==> src/rtl/rv_bus_pkg.sv <==
// Shared types and constants for the instruction/load-store bus arbiter.
package rv_bus_pkg;

   // Arbiter sequencing: pick a winner, run it on the bus, report completion.
   typedef enum logic [1:0] {
      IDLE = 2'd0,
      XFER = 2'd1,
      DONE = 2'd2
   } bus_state_t;

   // Which requester currently owns the bus (also exported for trace/debug).
   typedef enum logic [1:0] {
      OWN_NONE = 2'd0,
      OWN_IF   = 2'd1,
      OWN_LS   = 2'd2
   } bus_owner_t;

   // Request fields latched from the winner and driven onto the bus.
   typedef struct packed {
      logic        write;
      logic [31:0] addr;
      logic [3:0]  sel;
      logic [31:0] wdata;
   } bus_req_t;

   // Read data handed back when the bus never answers.
   localparam logic [31:0] DEFAULT_ERR_DATA = 32'hDEADBEEF;

endpackage

==> src/rtl/rv_bus_arbiter.sv <==
// Arbitrates the fetch and load/store ports onto one memory bus. Load/store
// normally wins; a saturating counter forces fetch through after too many
// consecutive load/store grants. Each transfer is bounded by a timeout.
module rv_bus_arbiter
   import rv_bus_pkg::*;
#(
   parameter int unsigned STARVE_LIMIT   = 4,
   parameter int unsigned TIMEOUT_CYCLES = 64,
   parameter logic [31:0] ERR_DATA       = DEFAULT_ERR_DATA
) (
   input  logic        i_clk,
   input  logic        i_reset,
   input  logic        i_if_req,
   input  logic [29:0] i_if_addr,
   output logic        o_if_ack,
   output logic        o_if_err,
   output logic [31:0] o_if_rdata,
   input  logic        i_ls_req,
   input  logic        i_ls_write,
   input  logic [31:0] i_ls_addr,
   input  logic [3:0]  i_ls_sel,
   input  logic [31:0] i_ls_wdata,
   output logic        o_ls_ack,
   output logic        o_ls_err,
   output logic [31:0] o_ls_rdata,
   output logic        o_bus_req,
   output logic        o_bus_write,
   output logic [31:0] o_bus_addr,
   output logic [3:0]  o_bus_sel,
   output logic [31:0] o_bus_wdata,
   input  logic        i_bus_ack,
   input  logic [31:0] i_bus_rdata,
   output logic [1:0]  o_owner
);

   // Timeout counter only needs to reach TIMEOUT_CYCLES-1.
   localparam int            TW         = (TIMEOUT_CYCLES > 1) ? $clog2(TIMEOUT_CYCLES) : 1;
   localparam logic [TW-1:0] TMO_LAST   = TW'(TIMEOUT_CYCLES - 1);
   localparam bit            TMO_EN     = (TIMEOUT_CYCLES != 0);
   localparam logic [3:0]    STARVE_MAX = 4'(STARVE_LIMIT);

   bus_state_t    state_reg, state_next;
   bus_owner_t    owner_reg, owner_next;
   bus_req_t      req_reg, req_next;
   logic          bus_req_reg, bus_req_next;
   logic [TW-1:0] tmo_reg, tmo_next;
   logic [3:0]    starve_reg, starve_next;
   logic          if_ack_reg, if_ack_next, if_err_reg, if_err_next;
   logic          ls_ack_reg, ls_ack_next, ls_err_reg, ls_err_next;
   logic [31:0]   if_rdata_reg, if_rdata_next, ls_rdata_reg, ls_rdata_next;
   logic          fetch_wins;

   // Fetch wins when it is alone, or when load/store has starved it long enough.
   assign fetch_wins = i_if_req && (!i_ls_req || (starve_reg == STARVE_MAX));

   // Next-state, grant, timeout and completion logic.
   always_comb begin
      state_next    = state_reg;
      owner_next    = owner_reg;
      req_next      = req_reg;
      bus_req_next  = bus_req_reg;
      tmo_next      = tmo_reg;
      starve_next   = starve_reg;
      if_ack_next   = 1'b0;
      if_err_next   = 1'b0;
      ls_ack_next   = 1'b0;
      ls_err_next   = 1'b0;
      if_rdata_next = if_rdata_reg;
      ls_rdata_next = ls_rdata_reg;

      case (state_reg)
         IDLE: begin
            if (fetch_wins) begin
               req_next     = '{write: 1'b0, addr: {i_if_addr, 2'b00}, sel: 4'hF, wdata: 32'h0};
               owner_next   = OWN_IF;
               starve_next  = 4'd0;
               bus_req_next = 1'b1;
               tmo_next     = '0;
               state_next   = XFER;
            end else if (i_ls_req) begin
               req_next     = '{write: i_ls_write, addr: i_ls_addr, sel: i_ls_sel, wdata: i_ls_wdata};
               owner_next   = OWN_LS;
               bus_req_next = 1'b1;
               tmo_next     = '0;
               state_next   = XFER;
               if (!i_if_req)
                  starve_next = 4'd0;
               else if (starve_reg != STARVE_MAX)
                  starve_next = starve_reg + 4'd1;
            end else begin
               starve_next = 4'd0;
            end
         end

         XFER: begin
            if (i_bus_ack) begin
               // A real ack beats a timeout landing in the same cycle.
               bus_req_next = 1'b0;
               owner_next   = OWN_NONE;
               state_next   = DONE;
               if (owner_reg == OWN_IF) begin
                  if_ack_next   = 1'b1;
                  if_rdata_next = i_bus_rdata;
               end else begin
                  ls_ack_next   = 1'b1;
                  ls_rdata_next = req_reg.write ? 32'h0 : i_bus_rdata;
               end
            end else if (TMO_EN && (tmo_reg == TMO_LAST)) begin
               bus_req_next = 1'b0;
               owner_next   = OWN_NONE;
               state_next   = DONE;
               if (owner_reg == OWN_IF) begin
                  if_err_next   = 1'b1;
                  if_rdata_next = ERR_DATA;
               end else begin
                  ls_err_next   = 1'b1;
                  ls_rdata_next = ERR_DATA;
               end
            end else begin
               tmo_next = tmo_reg + 1'b1;
            end
         end

         DONE: begin
            // Requesters are still holding the finished request here; skip it.
            state_next = IDLE;
         end

         default: begin
            state_next   = IDLE;
            owner_next   = OWN_NONE;
            bus_req_next = 1'b0;
         end
      endcase
   end

   // State and registered outputs; reset abandons any transfer in flight.
   always_ff @(posedge i_clk or posedge i_reset) begin
      if (i_reset) begin
         state_reg    <= IDLE;
         owner_reg    <= OWN_NONE;
         req_reg      <= '0;
         bus_req_reg  <= 1'b0;
         tmo_reg      <= '0;
         starve_reg   <= 4'd0;
         if_ack_reg   <= 1'b0;
         if_err_reg   <= 1'b0;
         ls_ack_reg   <= 1'b0;
         ls_err_reg   <= 1'b0;
         if_rdata_reg <= 32'h0;
         ls_rdata_reg <= 32'h0;
      end else begin
         state_reg    <= state_next;
         owner_reg    <= owner_next;
         req_reg      <= req_next;
         bus_req_reg  <= bus_req_next;
         tmo_reg      <= tmo_next;
         starve_reg   <= starve_next;
         if_ack_reg   <= if_ack_next;
         if_err_reg   <= if_err_next;
         ls_ack_reg   <= ls_ack_next;
         ls_err_reg   <= ls_err_next;
         if_rdata_reg <= if_rdata_next;
         ls_rdata_reg <= ls_rdata_next;
      end
   end

   assign o_if_ack    = if_ack_reg;
   assign o_if_err    = if_err_reg;
   assign o_if_rdata  = if_rdata_reg;
   assign o_ls_ack    = ls_ack_reg;
   assign o_ls_err    = ls_err_reg;
   assign o_ls_rdata  = ls_rdata_reg;
   assign o_bus_req   = bus_req_reg;
   assign o_bus_write = req_reg.write;
   assign o_bus_addr  = req_reg.addr;
   assign o_bus_sel   = req_reg.sel;
   assign o_bus_wdata = req_reg.wdata;
   assign o_owner     = owner_reg;

endmodule

==> config.mk <==
export PLATFORM = sky130hd
export DESIGN_NAME = rv_bus_arbiter
export DESIGN_NICKNAME = d
export VERILOG_FILES = /design/src/rtl/rv_bus_pkg.sv /design/src/rtl/rv_bus_arbiter.sv
export SDC_FILE = /design/constraint.sdc
export NUM_CORES = 1
export LEC_CHECK = 0
export BUFFER_PORTS_ARGS = -buffer_cell sky130_fd_sc_hd__buf_2
export CORE_AREA = 2 2 116 118
export DETAILED_ROUTE_END_ITERATION = 7
export DIE_AREA = 0 0 118 120
export GPL_TIMING_DRIVEN = 0
export PLACE_DENSITY = 0.87
export SKIP_CTS_REPAIR_TIMING = 1
export SLEW_MARGIN = 25
export SYNTH_ARGS = -nofsm -noshare
export SYNTH_HDL_FRONTEND = slang
export SYNTH_SLANG_ARGS = --single-unit
export TNS_END_PERCENT = 5
==> constraint.sdc <==
create_clock -name i_clk -period 14.1 [get_ports i_clk]
set_clock_uncertainty 0.2 [all_clocks]
set_input_delay 0.705 -clock i_clk [delete_from_list [all_inputs] [get_ports i_clk]]
set_output_delay 0.705 -clock i_clk [all_outputs]
set_load 0.02 [all_outputs]
### Yosys cells after proc, flatten, opt, wreduce, memory -nomap -nowiden

Cells that the tools add are included.

* add/subtract/negate cells: 2
* equal/unequal tests: 11
* muxes and demuxes: 47
* bitwise logic cells: 2
* reductions and logical operators: 14

Operators with widths (number)
* $mux 32: 9
* $mux 69: 2
* $mux 6: 4
* $mux 1: 16
* $mux 2: 8
* $mux 4: 4
* $pmux 6 s2: 1
* $reduce_and 3->1: 3
* $add 6x1->6 const B: 1
* $eq 6x6->1 const B: 1
* $ne 3x3->1 const B: 2
* $pmux 2 s3: 1
* $reduce_and 2->1: 3
* $reduce_bool 2->1: 3
* $add 4x1->4 const B: 1
* $eq 2x1->1 const B: 2
* $eq 4x3->1 const B: 1
* $ne 2x2->1 const B: 2
* $ne 4x2->1 const B: 1
* $ne 4x3->1 const B: 1
* $pmux 2 s2: 1
* $reduce_and 4->1: 1
* $pmux 1 s3: 1
* $eq 2x2->1 const B: 1
* other kinds (5): 6

* register bits: 152
* input bits: 136
* output and inout bits: 140
* logic and storage cells: 91

### Longest topological paths before layout

Gate-level depths: netlist (run 1).

* depth in word-level cells: 5
* mapped depth: 8
* gate-level depth less buffers: 6

### Least setup slack after synthesis (run 1)

OpenSTA, ideal clock, no wires.

* path kind: input -> register
* from: input i_if_req
* to: register req_reg (netlist bit o_bus_wdata[0])
* library setup time: 0.065 ns
* arrival time: 1.642 ns
* data required time: 13.835 ns
* setup slack: 12.193 ns
* cell stages on the path: 6
* path buffers: 3
* cell sequence: buf_2 o21ai_1 buf_2 buf_2 nand2_1 nand2_1

* cells in the longest elaborated chain, start to end: 3
* elaborated cells between the ends (all ways): 4
* classes of those cells: mux (1); reduce/logical (3)

RTL lines
* start: declaration: line rv_bus_arbiter.sv:13 `input logic i_if_req,`
* $logic_and 1x1->1 *: line rv_bus_arbiter.sv:54 `assign fetch_wins = i_if_req && (!i_ls_req || (starve_reg == STARVE_MAX));`
* $reduce_bool 2->1 (no line)
* $reduce_and 2->1 (no line)
* end signal: assignment: line rv_bus_arbiter.sv:155 `req_reg <= req_next;`
* end: declaration: line rv_bus_arbiter.sv:44 `bus_req_t req_reg, req_next;`

Every way passes the cells marked *; elsewhere a longest branch is shown, timed or not.
A chain may end at the register's enable or synchronous reset.

### Worst setup path after layout (run 1)

* from: register req_reg (netlist bit o_bus_write)
* to: output o_bus_write

RTL lines
* end: declaration: line rv_bus_arbiter.sv:27 `output logic o_bus_write,`

No word-level cell between the ends.

==> results of run 1 <==
==> how the worst max path moves through the flow <==
| stage | from | to | slack (ps) | cells after the start |
|---|---|---|---|---|
| after floorplan | i_reset | o_bus_addr[0]$_DFFE_PP0P_ | 9100 | 1 |
| after global placement | i_reset | o_bus_addr[24]$_DFFE_PP0P_ | 7490 | 2 |
| after detailed placement | i_ls_req | o_bus_wdata[6]$_DFFE_PP0P_ | 11730 | 6 |
| after CTS | o_bus_write$_DFFE_PP0P_ | o_bus_write | 11890 | 1 |
| after global routing | o_bus_write$_DFFE_PP0P_ | o_bus_write | 11840 | 1 |
| final | o_bus_write$_DFFE_PP0P_ | o_bus_write | 11880 | 1 |
==> metal layers <==
layer	part of all wire	wire, um
met5	0	0
met4	0.029	558
met3	0.077	1470
met2	0.51	9740
met1	0.39	7370
==> cells by family (layout without fill, tap and decap cells) <==
family / Yosys count / in the layout
flip-flops: 152 / 152
AND/OR/NAND/NOR: 248 / 248
AO/OA/AOI/OAI: 159 / 159
buffers and inverters: 49 / 353
adder cells (fa/ha/maj): 3 / 3
multiplexers: 1 / 1
==> layout by cell type (no fill, tap or decap), types with 2 or more instances in the layout <==
cell type	n
sky130_fd_sc_hd__o22a_1	48
sky130_fd_sc_hd__ha_1	3
sky130_fd_sc_hd__a22o_1	19
sky130_fd_sc_hd__clkinvlp_4	2
sky130_fd_sc_hd__a32oi_1	2
sky130_fd_sc_hd__nand3_1	40
sky130_fd_sc_hd__buf_6	2
sky130_fd_sc_hd__nand3b_1	3
sky130_fd_sc_hd__o21ai_0	5
sky130_fd_sc_hd__nor2b_1	25
sky130_fd_sc_hd__nand2_1	125
sky130_fd_sc_hd__clkbuf_16	17
sky130_fd_sc_hd__clkinv_4	2
sky130_fd_sc_hd__o22ai_1	2
sky130_fd_sc_hd__buf_2	297
sky130_fd_sc_hd__buf_4	5
sky130_fd_sc_hd__nor2_4	3
sky130_fd_sc_hd__a21o_1	3
sky130_fd_sc_hd__a21oi_1	63
sky130_fd_sc_hd__nor2_1	35
sky130_fd_sc_hd__o211ai_1	2
sky130_fd_sc_hd__nor4_1	3
sky130_fd_sc_hd__o21ai_1	6
sky130_fd_sc_hd__nand2b_1	4
sky130_fd_sc_hd__inv_1	6
sky130_fd_sc_hd__bufinv_16	5
sky130_fd_sc_hd__clkbuf_1	11
sky130_fd_sc_hd__dfrtp_1	152
==> through the flow <==
stage / instances / area [um2] / power, mW / hold slack [ps]
floorplan: 612 / 6350 / 1.25 / 297
global placement: 1061 / 7940 / 1.55 / 245
detailed placement: 1062 / 7980 / 1.57 / 250
CTS: 1092 / 8610 / 2.08 / 162
global route: 1092 / 8610 / 2.17 / 168
finish: 1092 / 8610 / 2.07 / 130
==> Yosys cell counts, drive strengths merged, types with 3 or more instances <==
cell,count,share of area
a21o,3,0.0035
a21oi,63,0.050
a22o,19,0.026
buf,31,0.028
clkbuf,10,0.0059
dfrtp,152,0.60
ha,3,0.0059
inv,8,0.0047
nand2,125,0.074
nand2b,4,0.0039
nand3,41,0.033
nand3b,3,0.0035
nor2,39,0.027
nor2b,26,0.026
nor4,3,0.0030
o21ai,11,0.0087
o22a,48,0.066
==> report_power, final <==
| part | leakage, nW | total [mW] | switching (mW) | internal, mW |
|---|---|---|---|---|
| clock | 0.306 | 0.495 | 0.177 | 0.318 |
| sequential | 1.80 | 0.747 | 0.118 | 0.629 |
| combinational | 2.27 | 0.827 | 0.533 | 0.294 |
| total | 4.38 | 2.07 | 0.828 | 1.24 |
==> cell type report <==
cell class,count,area [um2],share of cell area
buffer,41,218,0.0253
clock buffer,19,443,0.0514
clock inverter,11,196,0.0228
inverter,8,37.5,0.00436
multi-input combinational,411,2300,0.267
sequential,152,3800,0.442
tap,176,220,0.0256
timing repair buffer,274,1390,0.162
==> run summary, run 1 <==
The synthesis-to-layout area growth is 35.6%, and the number of I/O pins is 276. The logs give 0.489 for the initial core utilization and 11960 ps for the reg-to-reg setup timing slack. Number of buffers inserted by port buffering: 273.

The dominant delay contributor by cell family on the critical path was flip-flops. For this design, the slowest cell found on the critical path is sky130_fd_sc_hd__dfrtp_1. Counting flops and latches in the post-synthesis netlist gives 152. For the pin with the worst max-slew slack, the measured transition is 572 ps. The run gives 0 as the count of endpoints failing setup in the final report.

The analysis attributes to cell leakage a power of 4.38 nW. The total number of clock tree sinks was 152. The path depth of the worst reg2reg path came out at 7. The number of buffers created by CTS came out at 17. The number of nets in the final layout is 1044, and the average size of a mapped cell is 10.4 um2.

Simple-gate share of the synthesized area: 0.180. Among all flip-flop cells after synthesis, the most frequent one is sky130_fd_sc_hd__dfrtp_1. The met2 track utilization from global routing came out at 0.468. The maximum ir drop on the vdd rail came out at 0.000136 V. The complex-gate fraction of the synthesized area was 0.175; the largest stage delay on the critical path was 630 ps. The pin count of the biggest net entering global routing is 79, and the post-DP HPWL is 14100 um. The part of the Yosys area used for sequential elements came out at 0.599. No sink is reached through more buffers than the 2 on the longest clock path.

The worst setup path is of the flip-flop to output port kind. The worst setup path is captured at an output port. Dominant combinational cell family by area after synthesis: simple AND/OR/NAND/NOR gates.

The cell area after synthesis is 6350 um2. The endpoint identified for the worst register-to-register timing path is o_bus_addr[12]$_DFFE_PP0P_. The first TritonRoute pass finished after 4 iterations. Prior to clock tree synthesis, the placed netlist has a worst setup slack of 11730 ps. The tools report the number of remaining DRC errors as 0.

After floorplanning, the core was divided into 42 placement rows. The logs give 0.272 for the aggregate global-route resource usage and 0.616 for the headroom to the max-slew limit. The insertion delay of the later-clocked pin in the worst-skew pair was 420 ps. The detailed router placed 5827 vias in this run. Setup repair after global routing left no endpoint under its margin. Counting flops with a built-in enable in the synthesized netlist gives 0.

For the final RePlAce weighted congestion, the log shows 0.844. The xor and xnor fraction of the mapped netlist area is 0. Walking the worst path, the cells encountered are buf_2. The floorplan step defined a die boundary enclosing 14200 um2. The tools report the cell count after synthesis as 612.

Derived from the worst setup path, the maximum achievable clock frequency is 0.451 GHz. Kind of start point of the critical path: a flip-flop. Slack of the critical path: 11880 ps. The number of antenna violations at the first check in global routing is 0. The tools report the count of pins over their slew limit as 0. The adder and majority gate portion of the synthesized area works out to 0.00591.

Max-cap violations in this run came to 0. Initial DRC count: 401. TritonCTS built the clock tree. The run finished with clean final reports.

The tools report the net count after synthesis as 751. The required time reported for the critical path endpoint is 13190 ps. The cell at the root of the clock tree was sky130_fd_sc_hd__clkbuf_16. The first global-routing pass estimated 29800 um of wire. The worst register-to-register path begins at starve_reg[1]$_DFFE_PP0P_.

Dividing the detail-routed wire length by the instance count gives 17.5 um. The distinct cell type count of the synthesized netlist was 45; the setup TNS was 0 ps. The multiplexer share of the synthesized area was 0.00158. 0 antenna diodes ended up in the layout.

From bottom edge to top edge, the die measures 120 um. The tools report the met3 capacity usage during global routing as 0.0718. The clock period minus worst slack came out at 2220 ps.

The total number of yosys warnings is 0, and the mean number of vias per cell is 5.34. The share of the core filled with cells in the final layout was 0.664; the remaining antenna violation count after routing was 0. The met1 track utilization from global routing was 0.322. Fill cells in the final layout number 996.

The final clock period utilization by the worst path came out at 0.157. Summed over all layers, the global routing overflow is 0. Clock-pin slew was measured on the worst setup and hold paths at 60 ps. CTS built an H-tree with a depth of 4. Power spread over the standard cell area amounts to 240 nW/um2. The async set-reset flop share out of synthesis works out to 1.00.

The tightest min-delay check is of the input port to asynchronous set/reset pin type. Layer with the highest usage: met2. Combined buffer and inverter count along the critical path: 1.

The core region is 13000 um2. For this block, the routed nets add up to 19100 um of wire. Hold violation count in the final report: 0. The data arrival time of the critical path was 1310 ps; the fraction of layout instances using a drive strength above 1 was 0.379.

The die boundary width was 118 um. The via count of the first global-routing pass is 5704, and the top fanout value on the critical path is 9.
Power figures use the tool's default switching activity.
==> run 2, diff against run 1 <==
--- a/config.mk
+++ b/config.mk
@@ -6,11 +6,11 @@
 export NUM_CORES = 1
 export LEC_CHECK = 0
 export BUFFER_PORTS_ARGS = -buffer_cell sky130_fd_sc_hd__buf_2
-export CORE_AREA = 2 2 116 118
+export CORE_AREA = 2 2 119 121
 export DETAILED_ROUTE_END_ITERATION = 7
-export DIE_AREA = 0 0 118 120
+export DIE_AREA = 0 0 121 123
 export GPL_TIMING_DRIVEN = 0
-export PLACE_DENSITY = 0.87
+export PLACE_DENSITY = 0.83
 export SKIP_CTS_REPAIR_TIMING = 1
 export SLEW_MARGIN = 25
 export SYNTH_ARGS = -nofsm -noshare
==> constraint.sdc (replaced) <==
create_clock -name i_clk -period 2.1 [get_ports i_clk]
set_clock_uncertainty 0.2 [all_clocks]
set_input_delay 0.105 -clock i_clk [delete_from_list [all_inputs] [get_ports i_clk]]
set_output_delay 0.105 -clock i_clk [all_outputs]
set_load 0.02 [all_outputs]
==> run summary, run 2 (same netlist as run 1, synthesis figures left out) <==
Data arrival time of the critical path: 2240 ps (+930 ps). The logs give 2 (unchanged) for the maximum buffer depth of the clock tree and 1183 (+13%) for the number of nets in the final layout. For the number of remaining DRC errors, the log shows 0 (unchanged). The run gives 5 (+1) as the first-pass detailed-route iteration total. Setup repair after global routing could not meet its margin everywhere.

Count of pins over their slew limit: 0 (unchanged). The largest stage delay on the critical path was 410 ps (-220 ps). The dominant delay contributor by cell family on the critical path was compound AO/OA/AOI/OAI gates.

The wire length of the first global-routing pass is 29900 um (+0.40%), and the path depth of the worst reg2reg path is 7 (unchanged). The number of cells after detailed placement came out at 1070 (+0.75%). The run gives 0.467 (-0.0227) as the initial core utilization.

Startpoint of the worst register-to-register path: starve_reg[0]$_DFFE_PP0P_. TritonCTS built the clock tree. The logs give 17 (unchanged) for the number of buffers created by CTS and 24500 um (+28%) for the detailed-route wire length.

For the total number of clock tree sinks, the log shows 152 (unchanged). The checks that failed: setup timing. Walking the worst path, the cells encountered are inv_1 > ha_1 > nand3b_1 > a21boi_4 > clkbuf_4 > a21oi_1 > a21oi_1. The die area is 14900 um2 (+5.1%), and the aggregate global-route resource usage is 0.264 (-0.00808).

In this run the critical register-to-register path is captured at o_bus_addr[11]$_DFFE_PP0P_. The mean routed wirelength per cell was 19.8 um (+13%); the reg-to-reg setup timing slack was -10 ps (-11970 ps). For the leakage power of the design, the log shows 4.98 nW (+14%).

The final worst hold slack is 62.0 ps (-68.0 ps), and the combined buffer and inverter count along the critical path is 2 (+1). The tools report the hold violation count in the final report as 0 (unchanged). The total cell area at the placement stage is 8060 um2 (+1.0%). Number of buffers inserted by port buffering: 273 (unchanged). The tools report the via count of the first global-routing pass as 5781 (+1.3%).

The number of standard-cell rows in the floorplan is 43 (+2.4%), and the required time reported for the critical path endpoint is 2230 ps (-10960 ps). Final clock period utilization by the worst path: 1.01. Most common cell after layout, fill and taps aside: sky130_fd_sc_hd__buf_2. The tools report the post-DP HPWL as 14600 um (+4.1%).

The logs give 2 (+2) for the count of endpoints failing setup in the final report and 634 (+58%) for the initial DRC count. The worst setup path is of the flip-flop to flip-flop kind. The final instance count without filler cells was 1237 (+13%); the die boundary width was 121 um (+2.5%). The final-layout fill cell count came out at 813 (-18%).

The run gives 0.473 GHz as the maximum clock rate. The cell type with the highest occurrence count on the critical path is sky130_fd_sc_hd__a21oi_1. The remaining global-route overflow was 0 (unchanged); the pin count of the biggest net entering global routing was 31 (-61%). The mean number of vias per cell was 5.65 (+5.9%). The count of inserted antenna diode cells was 0 (unchanged); the clock period minus worst slack was 2110 ps. The max-cap violation count is 0 (unchanged), and the actual slew at the worst max-slew pin is 567 ps (-5.67 ps).

Slack of the critical path: -12.5 ps (-11890 ps). The tree is rooted in a sky130_fd_sc_hd__clkbuf_16. The CTS clock-pin slew for the worst setup and hold paths is 60 ps (about the same). The via count is 6992 (+20%). The floorplan die height works out to 123 um (+2.5%).

The total power density per cell area came out at 1420 nW/um2 (+490%). The top fanout value on the critical path is 10 (+1). The number of I/O pins is 276 (unchanged), and the floorplan core area is 13600 um2 (+4.9%). For this design, the slowest cell found on the critical path is sky130_fd_sc_hd__dfrtp_1.

The run finished, with violations left. The area growth from synthesis to layout is 58.2%. For the remaining antenna violation count after routing, the log shows 0 (unchanged).

The fraction of layout instances using a drive strength above 1 works out to 0.340 (-0.0392). The tools report the total non-filler cell area in the finished layout as 10100 um2 (+17%). The run gives 420 ps (about the same) as the insertion delay of the later-clocked pin in the worst-skew pair. The logs give 0.000872 V (+540%) for the maximum ir drop on the vdd rail and 4 (unchanged) for the number of levels the H-tree was split into. Leaving out fill and tap cells, the most frequent cells in the layout are sky130_fd_sc_hd__buf_2, sky130_fd_sc_hd__dfrtp_1, sky130_fd_sc_hd__dlygate4sd3_1. The run gives 0 (unchanged) as the number of antenna violations at the first check in global routing. Endpoint type of the worst setup path: a flip-flop.

The min-delay analysis places its worst path in the category input port to asynchronous set/reset pin. Final RePlAce weighted congestion: 0.879 (+4.1%). The kind of start point of the critical path was a flip-flop. The tools report the headroom to the max-slew limit as 0.620 (+0.00407).
run 2: per-layer routing:
layer | wire [um] | track usage | share of wire
met1 | 8730 | 0.316 | 0.36
met2 | 12000 | 0.455 | 0.49
met3 | 2480 | 0.0637 | 0.10
met4 | 1270 | 0.113 | 0.052
met5 | 0 | 0 | 0
run 2: per-stage QoR:
step / setup TNS (ps) / setup slack (ps) / util / total power, mW
after floorplan: -18540 / -122 / - / 8.41
after global placement: -164310 / -1090 / 0.584 / 10.4
after detailed placement: 0 / 20.5 / 0.592 / 10.6
after CTS: 0 / 8.58 / 0.636 / 13.8
after global routing: -530 / -106 / 0.738 / 15.0
final: -13.3 / -12.5 / 0.738 / 14.3
run 2: worst register-to-register path: stages, from the launching register on:
cell	delay (ps)
sky130_fd_sc_hd__dfrtp_1	410
sky130_fd_sc_hd__inv_1	80
sky130_fd_sc_hd__ha_1	150
sky130_fd_sc_hd__nand3b_1	150
sky130_fd_sc_hd__a21boi_4	340
sky130_fd_sc_hd__clkbuf_4	310
sky130_fd_sc_hd__a21oi_1	140
sky130_fd_sc_hd__a21oi_1	230
run 2: power breakdown:
part	leakage, nW	switching, mW	internal (mW)	total [mW]
combinational	2.88	3.90	2.17	6.07
sequential	1.80	0.876	4.23	5.10
clock	0.298	1.25	1.89	3.13
run 2: how the worst max path moves through the flow:
stage	startpoint	endpoint	slack, ps	cells after the start
3_3_place_gp	i_reset	o_bus_wdata[6]$_DFFE_PP0P_	-1090	2
2_1_floorplan	i_reset	o_bus_addr[0]$_DFFE_PP0P_	-120	1
5_1_grt	starve_reg[0]$_DFFE_PP0P_	o_bus_addr[11]$_DFFE_PP0P_	-110	7
3_5_place_dp	starve_reg[0]$_DFFE_PP0P_	o_bus_addr[15]$_DFFE_PP0P_	20	7
4_1_cts	tmo_reg[0]$_DFFE_PP0P_	o_ls_rdata[17]$_DFFE_PP0P_	9	5
6_report	starve_reg[0]$_DFFE_PP0P_	o_bus_addr[11]$_DFFE_PP0P_	-10	7
run 2: layout make-up:
type / instances / area, um2 / area share
clock inverter: 13 / 169 / 0.0168
buffer: 41 / 234 / 0.0233
inverter: 8 / 33.8 / 0.00336
clock buffer: 19 / 433 / 0.0431
multi-input combinational: 411 / 2330 / 0.232
tap: 180 / 225 / 0.0224
timing repair buffer: 413 / 2830 / 0.281
sequential: 152 / 3800 / 0.378
==> run 3, diff against run 2 <==
--- a/config.mk
+++ b/config.mk
@@ -11,7 +11,6 @@
 export DIE_AREA = 0 0 121 123
 export GPL_TIMING_DRIVEN = 0
 export PLACE_DENSITY = 0.83
-export SKIP_CTS_REPAIR_TIMING = 1
 export SLEW_MARGIN = 25
 export SYNTH_ARGS = -nofsm -noshare
 export SYNTH_HDL_FRONTEND = slang
==> run summary, run 3 (same netlist as run 1, synthesis figures left out) <==
The flow ran to the end, and the final reports show no timing, DRC or antenna violations. The logs give 0 (unchanged) for the number of remaining DRC errors and 0.628 (+0.00810) for the headroom to the max-slew limit. For the post-DP HPWL, the log shows 14600 um (unchanged). The fraction of layout instances using a drive strength above 1 is 0.343 (+0.00376). TritonCTS built the clock tree.

The most common cell after layout, fill and taps aside is sky130_fd_sc_hd__buf_2. The tools report the remaining antenna violation count after routing as 0 (unchanged). The actual slew at the worst max-slew pin is 555 ps (-12.1 ps). The reg-to-reg setup timing slack came out at 110 ps (+120 ps). The logs give 14900 um2 (unchanged) for the die area and 1070 (unchanged) for the number of cells after detailed placement.

The first-pass detailed-route iteration total is 5 (unchanged). The tools report the data arrival time of the critical path as 2120 ps (-120 ps). The max-cap violation count came out at 0 (unchanged). The die boundary width is 121 um (unchanged), and the floorplan core area is 13600 um2 (unchanged). The critical path goes through buf_2 > or2_1 > buf_2 > nor2_4 > buf_2 > nor2_1 > a21oi_1. The detailed router used layers up to and including met4. For this design, the slowest cell found on the critical path is sky130_fd_sc_hd__dfrtp_1.

The critical setup path kind is flip-flop to flip-flop. The mean routed wirelength per cell was 19.9 um (+0.71%). The number of antenna violations at the first check in global routing was 0 (unchanged); the number of buffers created by CTS was 17 (unchanged). The maximum buffer depth of the clock tree is 2 (unchanged), and the mean number of vias per cell is 5.64 (-0.24%). On the critical path the largest part of the delay comes from buffers and inverters. The wire length of the first global-routing pass was 38000 um (+27%); the number of I/O pins was 276 (unchanged).

The area growth from synthesis to layout is 58.5%. The tree is rooted in a sky130_fd_sc_hd__clkbuf_16. For the hold violation count in the final report, the log shows 0 (unchanged).

In this design, the critical path's most frequently occurring cell is sky130_fd_sc_hd__buf_2. The run gives 0 (unchanged) as the count of pins over their slew limit. The maximum clock rate was 0.502 GHz (+6.0%); the pin count of the biggest net entering global routing was 31 (unchanged). The post-layout total power was 14.3 mW (about the same).

The tools report the number of nets in the final layout as 1186 (+0.25%). The final-layout fill cell count came out at 824 (+1.4%). Startpoint of the worst register-to-register path: state_reg[1]$_DFFE_PP0P_. The logs give 7340 (+27%) for the via count of the first global-routing pass and 60.1 ps (-1.93 ps) for the final worst hold slack. The routed metal-1 wirelength was 8960 um (+2.6%).

The tools report the final instance count without filler cells as 1240 (+0.24%). The path depth of the worst reg2reg path is 7 (unchanged). For the insertion delay of the later-clocked pin in the worst-skew pair, the log shows 420 ps (about the same).

The clock period minus worst slack works out to 1990 ps (-120 ps). The floorplan die height was 123 um (unchanged); the final RePlAce weighted congestion was 0.879 (unchanged). The setup TNS is 0 ps (+13.3 ps). The via count came out at 6992 (unchanged).

The combined buffer and inverter count along the critical path was 3 (+1). The endpoint identified for the worst register-to-register timing path is o_bus_addr[11]$_DFFE_PP0P_. The run gives 43 (unchanged) as the number of standard-cell rows in the floorplan. The initial DRC count was 654 (+3.2%).

The count of endpoints failing setup in the final report is 0 (-2), and the number of buffers inserted by port buffering is 273 (unchanged). The top fanout value on the critical path is 10 (unchanged), and the total number of clock tree sinks is 152 (unchanged). The initial core utilization was 0.467 (unchanged); the final clock period utilization by the worst path was 0.949 (-0.0574). The largest stage delay on the critical path was 370 ps (-40 ps).

In the layout the commonest cells are sky130_fd_sc_hd__buf_2, sky130_fd_sc_hd__dfrtp_1, sky130_fd_sc_hd__dlygate4sd3_1. Count of inserted antenna diode cells: 0 (unchanged). The tools report the leakage power of the design as 5.00 nW (+0.31%).

The met2 wirelength from detailed routing came out at 12200 um (+1.9%). The CTS clock-pin slew for the worst setup and hold paths is 60 ps (about the same), and the total power density per cell area is 1420 nW/um2 (-0.15%). The required time reported for the critical path endpoint was 2220 ps (about the same).

The tools report the kind of start point of the critical path as a flip-flop. The maximum ir drop on the vdd rail is 0.000762 V (-13%), and the number of levels the H-tree was split into is 4 (unchanged). The detailed-route wire length was 24700 um (+0.95%).

Endpoint type of the worst setup path: a flip-flop. Aggregate global-route resource usage: 0.334 (+0.0704). The remaining global-route overflow came out at 0 (unchanged). The tools report the met3 layer wire length in the routed design as 2190 um (-12%).

The worst hold path belongs to the class input port to asynchronous set/reset pin.
## run 3: cell types whose count changed in the layout (fill, tap and decap cells not counted), sizes merged
cell and delta:
buf +8, clkbuf -5
## run 3: worst reg2reg max path, stage by stage (launching register included)
cell and delay, ps:
sky130_fd_sc_hd__dfrtp_1 370, sky130_fd_sc_hd__buf_2 180, sky130_fd_sc_hd__or2_1 220, sky130_fd_sc_hd__buf_2 160
sky130_fd_sc_hd__nor2_4 190, sky130_fd_sc_hd__buf_2 290, sky130_fd_sc_hd__nor2_1 90, sky130_fd_sc_hd__a21oi_1 200
## run 3: metal layers
metal	track usage	vias to the layer above
li1	-	2998
met1	0.381	3352
met2	0.572	532
met3	0.0803	110
met4	0.201	0
met5	0	-
## run 3: worst max path at each step
stage / slack [ps] / cells past startpoint / from / endpoint
2_1_floorplan: -120 / 1 / i_reset / o_bus_addr[0]$_DFFE_PP0P_
3_3_place_gp: -1090 / 2 / i_reset / o_bus_wdata[6]$_DFFE_PP0P_
3_5_place_dp: 20 / 7 / starve_reg[0]$_DFFE_PP0P_ / o_bus_addr[15]$_DFFE_PP0P_
4_1_cts: 9 / 5 / tmo_reg[0]$_DFFE_PP0P_ / o_ls_rdata[17]$_DFFE_PP0P_
5_1_grt: -2 / 8 / starve_reg[0]$_DFFE_PP0P_ / o_bus_write$_DFFE_PP0P_
6_report: 110 / 7 / state_reg[1]$_DFFE_PP0P_ / o_bus_addr[11]$_DFFE_PP0P_
## run 3: where the power goes
part	internal, mW	leakage [nW]	switching [mW]	total (mW)
Combinational	2.17	2.90	3.88	6.05
Sequential	4.22	1.80	0.885	5.11
Clock	1.89	0.298	1.26	3.15
## run 3: stage by stage
| step | worst slack [ps] | cell area [um2] | utilization |
|---|---|---|---|
| final | 108 | 10100 | 0.740 |
| after CTS | 8.58 | 10000 | 0.736 |
| after global placement | -1090 | 7950 | 0.584 |
| after floorplan | -122 | 6360 | - |
| after global routing | -1.87 | 10100 | 0.740 |
| after detailed placement | 20.5 | 8060 | 0.592 |
## run 3: area by class of cell
| class | count | area [um2] | share of cell area |
|---|---|---|---|
| Tap cell | 180 | 225 | 0.0224 |
| Inverter | 8 | 33.8 | 0.00335 |
| Clock buffer | 19 | 433 | 0.0430 |
| Buffer | 41 | 230 | 0.0229 |
| Clock inverter | 13 | 169 | 0.0168 |
| Timing Repair Buffer | 416 | 2850 | 0.283 |
| Sequential cell | 152 | 3800 | 0.378 |
| Multi-Input combinational cell | 411 | 2330 | 0.231 |
## run 3: timing repair
item | in CTS | in global routing
hold endpoints to repair | 217 | 0
endpoints found under the setup margin | 0 | 109
hold buffers | 136 | 0
setup buffers | 0 | 3
gates resized for setup | 0 | 20
